==> config.mk <==
export PLATFORM = sky130hd
export DESIGN_NAME = multicycle_control
export DESIGN_NICKNAME = d
export VERILOG_FILES = /design/src/rtl/multicycle_control.sv
export SDC_FILE = /design/constraint.sdc
export NUM_CORES = 1
export LEC_CHECK = 0
export CAP_MARGIN = 20
export CORE_ASPECT_RATIO = 0.6
export CORE_UTILIZATION = 46
export CTS_CLUSTER_SIZE = 8
export DETAILED_ROUTE_END_ITERATION = 7
export PLACE_DENSITY = 0.88
export SETUP_SLACK_MARGIN = 0.15
export SLEW_MARGIN = 15
export SYNTH_ARGS = -nofsm -noshare
export SYNTH_HDL_FRONTEND = slang
export SYNTH_SLANG_ARGS = --single-unit
==> constraint.sdc <==
create_clock -name clock -period 2.2 [get_ports clock]
set_input_delay 0.55 -clock clock [delete_from_list [all_inputs] [get_ports clock]]
set_output_delay 0.55 -clock clock [all_outputs]
set_load 0.01 [all_outputs]
==> src/rtl/multicycle_control.sv <==
// Multi-cycle MIPS sequencing controller: Moore FSM driving the shared
// memory, IR, register file, ALU muxes and PC enable; counts retirements.
module multicycle_control #(
    parameter int COUNT_WIDTH = 32
) (
    input  logic                   clock,
    input  logic                   reset,
    input  logic [5:0]             opcode,
    input  logic                   zero,
    input  logic                   mem_ready,
    output logic                   pc_en,
    output logic                   iord,
    output logic                   mem_read,
    output logic                   mem_write,
    output logic                   ir_write,
    output logic                   reg_dst,
    output logic                   mem_to_reg,
    output logic                   reg_write,
    output logic                   alu_src_a,
    output logic [1:0]             alu_src_b,
    output logic [1:0]             alu_op,
    output logic [1:0]             pc_source,
    output logic [3:0]             state,
    output logic                   illegal,
    output logic [COUNT_WIDTH-1:0] retired
);

    typedef enum logic [3:0] {
        FETCH     = 4'd0,
        DECODE    = 4'd1,
        MEM_ADDR  = 4'd2,
        MEM_READ  = 4'd3,
        MEM_WB    = 4'd4,
        MEM_WRITE = 4'd5,
        EXECUTE   = 4'd6,
        ALU_WB    = 4'd7,
        BRANCH    = 4'd8,
        HALT      = 4'd9
    } state_t;

    state_t cur, nxt;
    logic   done;
    logic   to_halt;
    logic   pc_en_c, iord_c, mem_read_c, mem_write_c, ir_write_c;
    logic   reg_dst_c, mem_to_reg_c, reg_write_c, alu_src_a_c;
    logic [1:0] alu_src_b_c, alu_op_c, pc_source_c;

    always_ff @(posedge clock or negedge reset) begin
        if (!reset) cur <= FETCH;
        else        cur <= nxt;
    end

    always_comb begin
        nxt          = cur;
        done         = 1'b0;
        to_halt      = 1'b0;
        pc_en_c      = 1'b0;
        iord_c       = 1'b0;
        mem_read_c   = 1'b0;
        mem_write_c  = 1'b0;
        ir_write_c   = 1'b0;
        reg_dst_c    = 1'b0;
        mem_to_reg_c = 1'b0;
        reg_write_c  = 1'b0;
        alu_src_a_c  = 1'b0;
        alu_src_b_c  = 2'b00;
        alu_op_c     = 2'b00;
        pc_source_c  = 2'b00;
        unique case (cur)
            FETCH: begin
                mem_read_c  = 1'b1;
                alu_src_b_c = 2'b01;
                ir_write_c  = mem_ready;
                pc_en_c     = mem_ready;
                if (mem_ready) nxt = DECODE;
            end
            DECODE: begin
                alu_src_b_c = 2'b11;
                if (opcode == 6'd0)
                    nxt = EXECUTE;
                else if (opcode == 6'd35 || opcode == 6'd43)
                    nxt = MEM_ADDR;
                else if (opcode == 6'd4 || opcode == 6'd5)
                    nxt = BRANCH;
                else begin
                    nxt     = HALT;
                    to_halt = 1'b1;
                end
            end
            MEM_ADDR: begin
                alu_src_a_c = 1'b1;
                alu_src_b_c = 2'b10;
                nxt = (opcode == 6'd35) ? MEM_READ : MEM_WRITE;
            end
            MEM_READ: begin
                mem_read_c = 1'b1;
                iord_c     = 1'b1;
                if (mem_ready) nxt = MEM_WB;
            end
            MEM_WB: begin
                mem_to_reg_c = 1'b1;
                reg_write_c  = 1'b1;
                done         = 1'b1;
                nxt          = FETCH;
            end
            MEM_WRITE: begin
                mem_write_c = 1'b1;
                iord_c      = 1'b1;
                done        = mem_ready;
                if (mem_ready) nxt = FETCH;
            end
            EXECUTE: begin
                alu_src_a_c = 1'b1;
                alu_op_c    = 2'b10;
                nxt         = ALU_WB;
            end
            ALU_WB: begin
                reg_dst_c   = 1'b1;
                reg_write_c = 1'b1;
                done        = 1'b1;
                nxt         = FETCH;
            end
            BRANCH: begin
                alu_src_a_c = 1'b1;
                alu_op_c    = 2'b01;
                pc_source_c = 2'b01;
                pc_en_c     = (opcode == 6'd4 && zero) ||
                              (opcode == 6'd5 && !zero);
                done        = 1'b1;
                nxt         = FETCH;
            end
            HALT: nxt = HALT;
            default: nxt = HALT;
        endcase
    end

    always_ff @(posedge clock or negedge reset) begin
        if (!reset) begin
            retired <= '0;
            illegal <= 1'b0;
        end else begin
            if (done)    retired <= retired + 1'b1;
            if (to_halt) illegal <= 1'b1;
        end
    end

    // Reset is asynchronous, so it masks the decoded outputs directly.
    assign pc_en      = reset & pc_en_c;
    assign iord       = reset & iord_c;
    assign mem_read   = reset & mem_read_c;
    assign mem_write  = reset & mem_write_c;
    assign ir_write   = reset & ir_write_c;
    assign reg_dst    = reset & reg_dst_c;
    assign mem_to_reg = reset & mem_to_reg_c;
    assign reg_write  = reset & reg_write_c;
    assign alu_src_a  = reset & alu_src_a_c;
    assign alu_src_b  = {2{reset}} & alu_src_b_c;
    assign alu_op     = {2{reset}} & alu_op_c;
    assign pc_source  = {2{reset}} & pc_source_c;
    assign state      = cur;

endmodule

==> impl_metrics.yaml, run 1 <==
route:
  wl_mm: 6.29
  num_vias: 2010
  ant_nets: 0
  initialDrtViolationCount: 160
  first_pass_iters: 7
  drc: 0
  vias_per_cell: 5.57
  avgRoutedWirePerCell_um: 17.4
layout:
  layout.nets: 311
  seq_area_sq_um: 928
  drive_above_1_share: 0.272
  multi_input_area_sq_um: 1090
  stdcell_count: 361
  area_delta_synth_final_pct: 57.1
  fill_cells: 261
  diodes: 0
setup_path:
  startpoint_type: "input pin"
  critical_path_class: "input pin to output pin"
  critPathBufInv: 2
  crit_start: "opcode[3]"
  cp-end-kind: "output pin"
  cp_max_fo: 2
  r2r-start: "state[1]"
  cp_top_family: "simple AND/OR/NAND/NOR gates"
  arrival_ns: 1.75
  crit_chain: "buf_6, or3_4, or3b_4, nor2_2, a21o_1, buf_2"
  cpMaxStageDelayCell: "or3b_4"
  crit_path_max_incr_delay_ns: 0.39
  required_ns: 1.65
synth:
  yosysMostFrequentCell: "dfrtp_1"
  ys_ff_latch: 37
  netlist_instances: 206
  synth_area_per_cell_sq_um: 9.66
  synth_area_sq_um: 1990
  ys.flop_type: "dfrtp_1"
  synth_warnings: 0
  ys_async_sr_fraction: 1.00
  netlist.area_leader.share: 0.465
  synth_edf_count: 0
  synth_top_area_cell: "dfrtp_1"
  yosysSeqAreaShare: 0.465
  synth_cell_types: 40
  synthesis.nets: 217
  synth.area.top_cells: "dfrtp_1 (47%), xnor2_1 (11%), nand4_1 (4.7%), xor2_1 (4.0%), nor2_1 (3.6%)"
  synth_common_cells: "dfrtp_1 (37), xnor2_1 (24), nor2_1 (19)"
power_and_ir_drop:
  powerDensity_nw_per_um2: 438
  ir_worst_vdd_v: 0.000285
  leakagePower_uw: 0.00147
clocking:
  h-tree-depth: 2
  clock_path_buffers: 2
  cts_buffers: 5
  hold_buffers: 0
  clock-sinks: 37
  cts_tree: "yes"
  cts-root-buf: "clkbuf_8"
  insertion_delay_ns: 0.29
  clkTransAtPathRegs_ns: 0.07
timing:
  rsz0062_at_grt: "yes"
  setup_slack_ns: -0.102
  tightestPinTransition_ns: 0.556
  finalHoldViolations: 0
  setup-violations-final: 2
  skew_ns: 0.00448
  slew_headroom: 0.626
  fin_setup_tns_ns: -0.114
  min_period_over_period: 1.05
  final_max_slew_viol_count: 0
  min_period_ns: 2.30
  fmax_mhz: 434
global_route:
  grt_pass1_wl_mm: 8.34
  busiest_layer: "met2"
  grt_use_met2: 0.375
  grtUsageTotal: 0.246
  grt_overflow: 0
  grt_max_degree: 38
  use_met1: 0.358
  antenna_found_initial: 0
  grt_pass1_vias: 1677
  grtUsageMet3: 0.0577
outcome:
  violations: "negative setup slack"
  status: "complete, but fails checks"
floorplan:
  die_w_um: 86.9
  die_y_um: 53.0
  num_io_pins: 62
  initial_core_util: 0.483
  dieArea_sq_um: 4600
  core-area_sq_um: 4120
  rows: 18
placement:
  gp_congestion: 0.839
  placed_cells: 341
  port_buffers: 60
  post-dp-hpwl_mm: 3.83
  pre_cts_slack_ns: -0.870
job:
  drv_cap: 0
worst_hold_path:
  hold_path.class: "input pin to async pin"
through the flow:
stage           util  hold slack [ns]  total power [uW]  area [sq um]
2_1_floorplan      -            0.254               720          2000
3_3_place_gp   0.685            0.455               773          2820
3_5_place_dp   0.685            0.457               775          2820
4_1_cts        0.723            0.453              1370          2980
5_1_grt        0.759            0.495              1410          3130
6_report       0.759            0.458              1370          3130
report_power, final:
group / internal [uW] / switching [uW] / total, uW
Sequential: 684 / 5.31 / 690
Clock: 369 / 237 / 607
Combinational: 39.4 / 35.4 / 74.7
Total: 1090 / 278 / 1370
final cells by class:
| type | count | area share |
|---|---|---|
| tap | 60 | 0.0240 |
| timing repair buffer | 97 | 0.287 |
| clock buffer | 7 | 0.0276 |
| clock inverter | 1 | 0.00960 |
| multi-input combinational | 155 | 0.350 |
| sequential | 37 | 0.297 |
| inverter | 4 | 0.00480 |
worst paths after layout:
path / slack, ns / depth (start not counted) / to
worst max-delay path: -0.10 / 6 / pc_en
worst min-delay path: 0.46 / 3 / retired[16]
worst max register to register: 0.08 / 9 / retired[30]
worst min register to register: 0.47 / 1 / retired[31]
max in group asynchronous: 1.40 / 3 / state[2]
min in group clock: 0.47 / 1 / retired[31]
routing by layer:
metal,up-vias,part of all wire
met5,-,0
met4,0,0.013
met3,11,0.078
met2,115,0.47
met1,975,0.44
li1,909,-
cells by family (layout without fill, tap and decap cells):
| group | after synthesis | count (layout) | synth area share |
|---|---|---|---|
| other | 1 | 1 | 0.00188 |
| flip-flops | 37 | 37 | 0.465 |
| buffers and inverters | 15 | 109 | 0.0371 |
| XOR/XNOR | 33 | 33 | 0.145 |
| multiplexers | 2 | 2 | 0.0113 |
| AND/OR/NAND/NOR | 101 | 102 | 0.276 |
| adder cells (fa/ha/maj) | 1 | 1 | 0.00628 |
| AO/OA/AOI/OAI | 16 | 16 | 0.0572 |
flip-flops by register name (all words and copies together), names as in the netlist:
register,cells
retired,32
illegal,1
state,4
placed cells by master, fill, tap and decap left out, types with 2 or more instances in the layout:
cell	n
clkdlybuf4s50_1	37
dfrtp_1	35
buf_4	27
xnor2_1	24
nand2_1	16
nor2_1	16
nand4_1	15
nand3_1	14
buf_2	11
buf_6	10
and2_1	9
xor2_1	9
clkbuf_8	6
and3_1	5
a21oi_1	5
dlymetal6s2s_1	5
inv_1	4
buf_12	4
nand2b_1	3
clkbuf_2	3
nor4b_4	2
nor2_2	2
nor3_1	2
and3_4	2
or3b_4	2
o21ai_0	2
nor4_1	2
and4_1	2
dfrtp_2	2
worst min-delay path: cells and delay by family:
| kind | cells | cell delay [ns] |
|---|---|---|
| buffers and inverters | 3 | 0.63 |
what timing repair did:
action	4_1_cts	5_1_grt
buffers inserted	5	6
pin swaps	7	12
endpoints found under the setup margin	40	25
gates resized for setup	62	44
cloned	0	1
endpoints found under the hold margin	0	0
Note: power is estimated with default switching activity, not from simulation.
==> inputs of run 2 (changes only) <==
--- a/config.mk
+++ b/config.mk
@@ -7,10 +7,11 @@
 export LEC_CHECK = 0
 export CAP_MARGIN = 20
 export CORE_ASPECT_RATIO = 0.6
+export CORE_MARGIN = 5
 export CORE_UTILIZATION = 46
 export CTS_CLUSTER_SIZE = 8
 export DETAILED_ROUTE_END_ITERATION = 7
-export PLACE_DENSITY = 0.88
+export PLACE_DENSITY = 0.78
 export SETUP_SLACK_MARGIN = 0.15
 export SLEW_MARGIN = 15
 export SYNTH_ARGS = -nofsm -noshare
==> run 2 against run 1 <==
The flow still finishes with violations (negative setup slack); wire length fell by 6.2%; clock skew rose by 0.00066 ns; cell area fell by 1.7%; first-iteration DRC count rose by 19%; critical path type unchanged; die area rose by 26%; highest routed layer unchanged; power fell by 13%; sequential share of layout area rose by 0.48 points; non-clock buffer count fell by 2; largest cell class unchanged.
==> impl_metrics.yaml, run 2 (synthesis results as in run 1) <==
timing:
  min_period_over_period: 1.05
  fmax_mhz: 434
  rsz0062_at_grt: "yes"
  setup_slack_ns: -0.105
  min_period_ns: 2.30
  finalHoldViolations: 0
  skew_ns: 0.00514
  setup-violations-final: 1
  final_max_slew_viol_count: 0
setup_path:
  cp_max_fo: 2
  crit_chain: "buf_6, or3_4, or3b_4, nor2_2, a21o_1, buf_2"
  crit_path_max_incr_delay_ns: 0.39
  critPathBufInv: 2
  cpMaxStageDelayCell: "or3b_4"
  required_ns: 1.65
  cp_top_family: "simple AND/OR/NAND/NOR gates"
  cp-end-kind: "output pin"
  critical_path_class: "input pin to output pin"
  startpoint_type: "input pin"
  arrival_ns: 1.75
route:
  wl_mm: 5.90
  vias_per_cell: 5.43
  ant_nets: 0
  num_vias: 1938
  first_pass_iters: 5
  avgRoutedWirePerCell_um: 16.5
  drc: 0
  initialDrtViolationCount: 191
placement:
  placed_area_sq_um: 2820
  post-dp-hpwl_mm: 4.14
  pre_cts_slack_ns: -0.866
  gp_congestion: 0.934
  placed_cells: 340
  port_buffers: 60
clocking:
  clock_path_buffers: 2
  hold_buffers: 0
  insertion_delay_ns: 0.28
  cts_buffers: 5
  cts_tree: "yes"
  h-tree-depth: 2
  clkTransAtPathRegs_ns: 0.07
  cts-root-buf: "clkbuf_8"
  clock-sinks: 37
layout:
  fill_cells: 293
  largest_reg_flops: 32
  final_cell_mix: "clkdlybuf4s50_1 (38), dfrtp_1 (36), buf_4 (28)"
  top_register: "retired"
  layout.nets: 309
  diodes: 0
  fin_util: 0.742
  layout_commonest_cell: "clkdlybuf4s50_1"
  final_area_sq_um: 3070
  stdcell_count: 357
  area_delta_synth_final_pct: 54.4
  drive_above_1_share: 0.283
global_route:
  grt_pass1_wl_mm: 8.69
  grt_max_degree: 34
  grt_overflow: 0
  grtUsageTotal: 0.199
  antenna_found_initial: 0
  grt_pass1_vias: 1752
floorplan:
  core-area_sq_um: 4140
  die_w_um: 94.9
  rows: 18
  dieArea_sq_um: 5790
  die_y_um: 61.0
  num_io_pins: 62
  initial_core_util: 0.480
power_and_ir_drop:
  p_clk_frac: 0.359
  p_switching_uw: 262
  leakagePower_uw: 0.00144
  power_frac_seq: 0.578
  p_sw_frac: 0.219
  ir_worst_vdd_v: 0.000381
  powerDensity_nw_per_um2: 389
  power.internal_uw: 933
  power_frac_comb: 0.064
worst_hold_path:
  hold_path.class: "input pin to async pin"
outcome:
  violations: "negative setup slack"
  status: "complete, but fails checks"
job:
  drv_cap: 0
[run 2: what timing repair did]
action	4_1_cts	5_1_grt
gates cloned	0	1
setup endpoints to repair	30	23
gates resized for setup	39	67
pin swaps	5	11
buffers inserted	1	9
[run 2: routing by layer]
metal / part of all wire / track usage
met1: 0.47 / 0.304
met2: 0.45 / 0.288
met3: 0.075 / 0.0545
met4: 0.0049 / 0.0308
met5: 0 / 0
[run 2: power groups by stage]
stage               sequential, uW  combinational, uW  clock [uW]
floorplan                      705               15.0           0
global placement               703               71.3           0
detailed placement             704               73.3           0
CTS                            691               74.6         435
global route                   691               84.9         461
finish                         691               76.2         429
[run 2: per-stage QoR]
stage | hold slack [ns] | total power (uW) | setup TNS [ns]
after floorplan | 0.254 | 720 | 0
after global placement | 0.464 | 774 | -4.91
after detailed placement | 0.474 | 777 | -5.94
after CTS | 0.216 | 1200 | -0.387
after global routing | 0.245 | 1240 | -0.139
final | 0.243 | 1200 | -0.105
[run 2: layout make-up]
| class | instances | area (sq um) | share of cell area |
|---|---|---|---|
| Timing Repair Buffer | 95 | 858 | 0.279 |
| Sequential cell | 37 | 927 | 0.302 |
| Clock inverter | 1 | 5.00 | 0.00163 |
| Tap cell | 60 | 75.1 | 0.0244 |
| Multi-Input combinational cell | 155 | 1120 | 0.366 |
| Clock buffer | 5 | 68.8 | 0.0224 |
| Inverter | 4 | 15.0 | 0.00488 |
[run 2: path summary, 6_finish.rpt]
kind / start / end / slack, ns / depth (start not counted)
worst min-delay path: reset / retired[13] / 0.24 / 2
max in group asynchronous: reset / state[3] / 1.40 / 3
worst max-delay path: opcode[3] / pc_en / -0.10 / 6
worst min register to register: retired[31] / retired[31] / 0.47 / 1
worst max register to register: state[1] / retired[29] / 0.23 / 7
min in group clock: retired[31] / retired[31] / 0.47 / 1
==> inputs of run 3 (changes only) <==
--- a/config.mk
+++ b/config.mk
@@ -8,10 +8,10 @@
 export CAP_MARGIN = 20
 export CORE_ASPECT_RATIO = 0.6
 export CORE_MARGIN = 5
-export CORE_UTILIZATION = 46
+export CORE_UTILIZATION = 42
 export CTS_CLUSTER_SIZE = 8
 export DETAILED_ROUTE_END_ITERATION = 7
-export PLACE_DENSITY = 0.78
+export PLACE_DENSITY = 0.75
 export SETUP_SLACK_MARGIN = 0.15
 export SLEW_MARGIN = 15
 export SYNTH_ARGS = -nofsm -noshare
==> constraint.sdc (replaced) <==
create_clock -name clock -period 1.96 [get_ports clock]
set_input_delay 0.49 -clock clock [delete_from_list [all_inputs] [get_ports clock]]
set_output_delay 0.49 -clock clock [all_outputs]
set_load 0.01 [all_outputs]
==> run 3 against run 2 <==
The flow still finishes with violations (negative setup slack); first-iteration DRC count is 40% lower; hold slack better by 0.21 ns; worst setup slack worse by 0.094 ns; critical path depth stayed put; die area is 8.2% higher; non-clock buffer count is 13 higher; power is 18% higher; sequential cell count stayed put; highest routed layer unchanged.
==> impl_metrics.yaml, run 3 (synthesis results as in run 1) <==
outcome:
  status: "complete, but fails checks"
  violations: "negative setup slack"
clocking:
  cts-root-buf: "clkbuf_8"
  clock-sinks: 37
  cts_tree: "yes"
  clock_path_buffers: 2
  cts_buffers: 5
  hold_buffers: 0
  clkTransAtPathRegs_ns: 0.07
  h-tree-depth: 2
  insertion_delay_ns: 0.29
layout:
  drive_above_1_share: 0.441
  seq_area_sq_um: 938
  top_register: "retired"
  stdcell_count: 374
  fin_util: 0.752
  diodes: 0
  layout_commonest_cell: "clkdlybuf4s50_1"
  layout.nets: 322
  final_area_sq_um: 3450
  final_cell_mix: "clkdlybuf4s50_1 (33), buf_4 (29), dfrtp_1 (27)"
  area_delta_synth_final_pct: 73.4
  fill_cells: 293
  largest_reg_flops: 32
  multi_input_area_sq_um: 1330
power_and_ir_drop:
  powerDensity_nw_per_um2: 408
  ir_worst_vdd_v: 0.000422
  leakagePower_uw: 0.00168
global_route:
  antenna_found_initial: 0
  grt_max_degree: 38
  grtUsageTotal: 0.188
  grt_overflow: 0
  grt_pass1_vias: 1913
  grt_pass1_wl_mm: 9.56
setup_path:
  r2r-end: "retired[1]"
  cp_max_fo: 2
  startpoint_type: "input pin"
  critical_path_class: "input pin to output pin"
  crit_start: "opcode[3]"
  critPathCapture: "pc_en"
  reg2regPathDepth: 7
  required_ns: 1.47
  reg2reg_slack_ns: -0.05
  arrival_ns: 1.67
  cp-end-kind: "output pin"
  r2r-start: "state[1]"
timing:
  worst_hold_slack_ns: 0.457
  final_max_slew_viol_count: 0
  rsz0062_at_grt: "yes"
  setup_slack_ns: -0.198
  min_period_ns: 2.16
  finalHoldViolations: 0
  setup-violations-final: 9
  slew_headroom: 0.636
  fmax_mhz: 463
  tightestPinTransition_ns: 0.540
  skew_ns: 0.00519
  min_period_over_period: 1.10
floorplan:
  num_io_pins: 62
  core-area_sq_um: 4590
  rows: 19
  die_y_um: 63.3
  dieArea_sq_um: 6260
  die_w_um: 98.9
  initial_core_util: 0.434
route:
  ant_nets: 0
  first_pass_iters: 4
  initialDrtViolationCount: 114
  drc: 0
  wl_mm: 6.28
  num_vias: 1980
  vias_per_cell: 5.29
  avgRoutedWirePerCell_um: 16.8
placement:
  post-dp-hpwl_mm: 3.95
  placed_area_sq_um: 2860
  port_buffers: 60
  placed_cells: 348
  pre_cts_slack_ns: -0.970
  gp_congestion: 0.870
job:
  drv_cap: 0
worst_hold_path:
  hold_path.class: "input pin to async pin"
run 3: changes by cell type in the layout (fill, tap and decap cells not counted), moves of 8 or more:
cell | previous run | this run
buf_6 | 10 | 26
xnor2_2 | 0 | 8
dfrtp_2 | 1 | 10
nand3_1 | 13 | 3
xnor2_1 | 24 | 16
dfrtp_1 | 36 | 27
nand3_2 | 1 | 9
run 3: routing by layer:
metal,part of all wire,track usage,wire length [um],vias to the layer above
met4,0.0088,0.0392,55,0
met1,0.47,0.277,2980,979
met5,0,0,0,-
li1,-,-,-,932
met2,0.46,0.279,2880,60
met3,0.059,0.0485,371,9
run 3: layout make-up:
type | count | share of cell area
Inverter | 4 | 0.00435
Timing Repair Buffer | 108 | 0.291
Clock buffer | 7 | 0.0250
Multi-Input combinational cell | 155 | 0.385
Sequential cell | 37 | 0.272
Tap cell | 63 | 0.0228
run 3: repair_timing:
item | 4_1_cts | 5_1_grt
gates cloned | 1 | 0
endpoints found under the setup margin | 55 | 55
hold endpoints to repair | 0 | 0
gates resized for setup | 124 | 55
buffers inserted | 12 | 6
pin swaps | 23 | 33
run 3: worst min path at each step:
stage | startpoint | endpoint | depth (start not counted)
global placement | retired[31] | retired[31] | 1
finish | reset | retired[27] | 3
CTS | reset | retired[21] | 3
global route | retired[31] | retired[31] | 1
floorplan | reset | illegal | 0
detailed placement | retired[31] | retired[31] | 1
run 3: critical path, cell delays in order:
cell and delay, ns:
buf_6 0.09, or3_4 0.37, or3b_4 0.38, nor2_1 0.09, a21o_1 0.11, buf_2 0.12
run 3: stage by stage:
step | TNS, ns | power, uW
3_5_place_dp | -13.63 | 871
6_report | -0.441 | 1410
3_3_place_gp | -12.67 | 869
5_1_grt | -1.85 | 1460
2_1_floorplan | -0.00785 | 808
4_1_cts | -0.284 | 1410
run 3: where the power goes:
| part | leakage, uW | total (uW) | switching, uW | internal (uW) |
|---|---|---|---|---|
| combinational | 0.00115 | 92.6 | 42.3 | 50.3 |
| sequential | 0.000485 | 774 | 5.88 | 768 |
| clock | 0.0000443 | 541 | 262 | 279 |
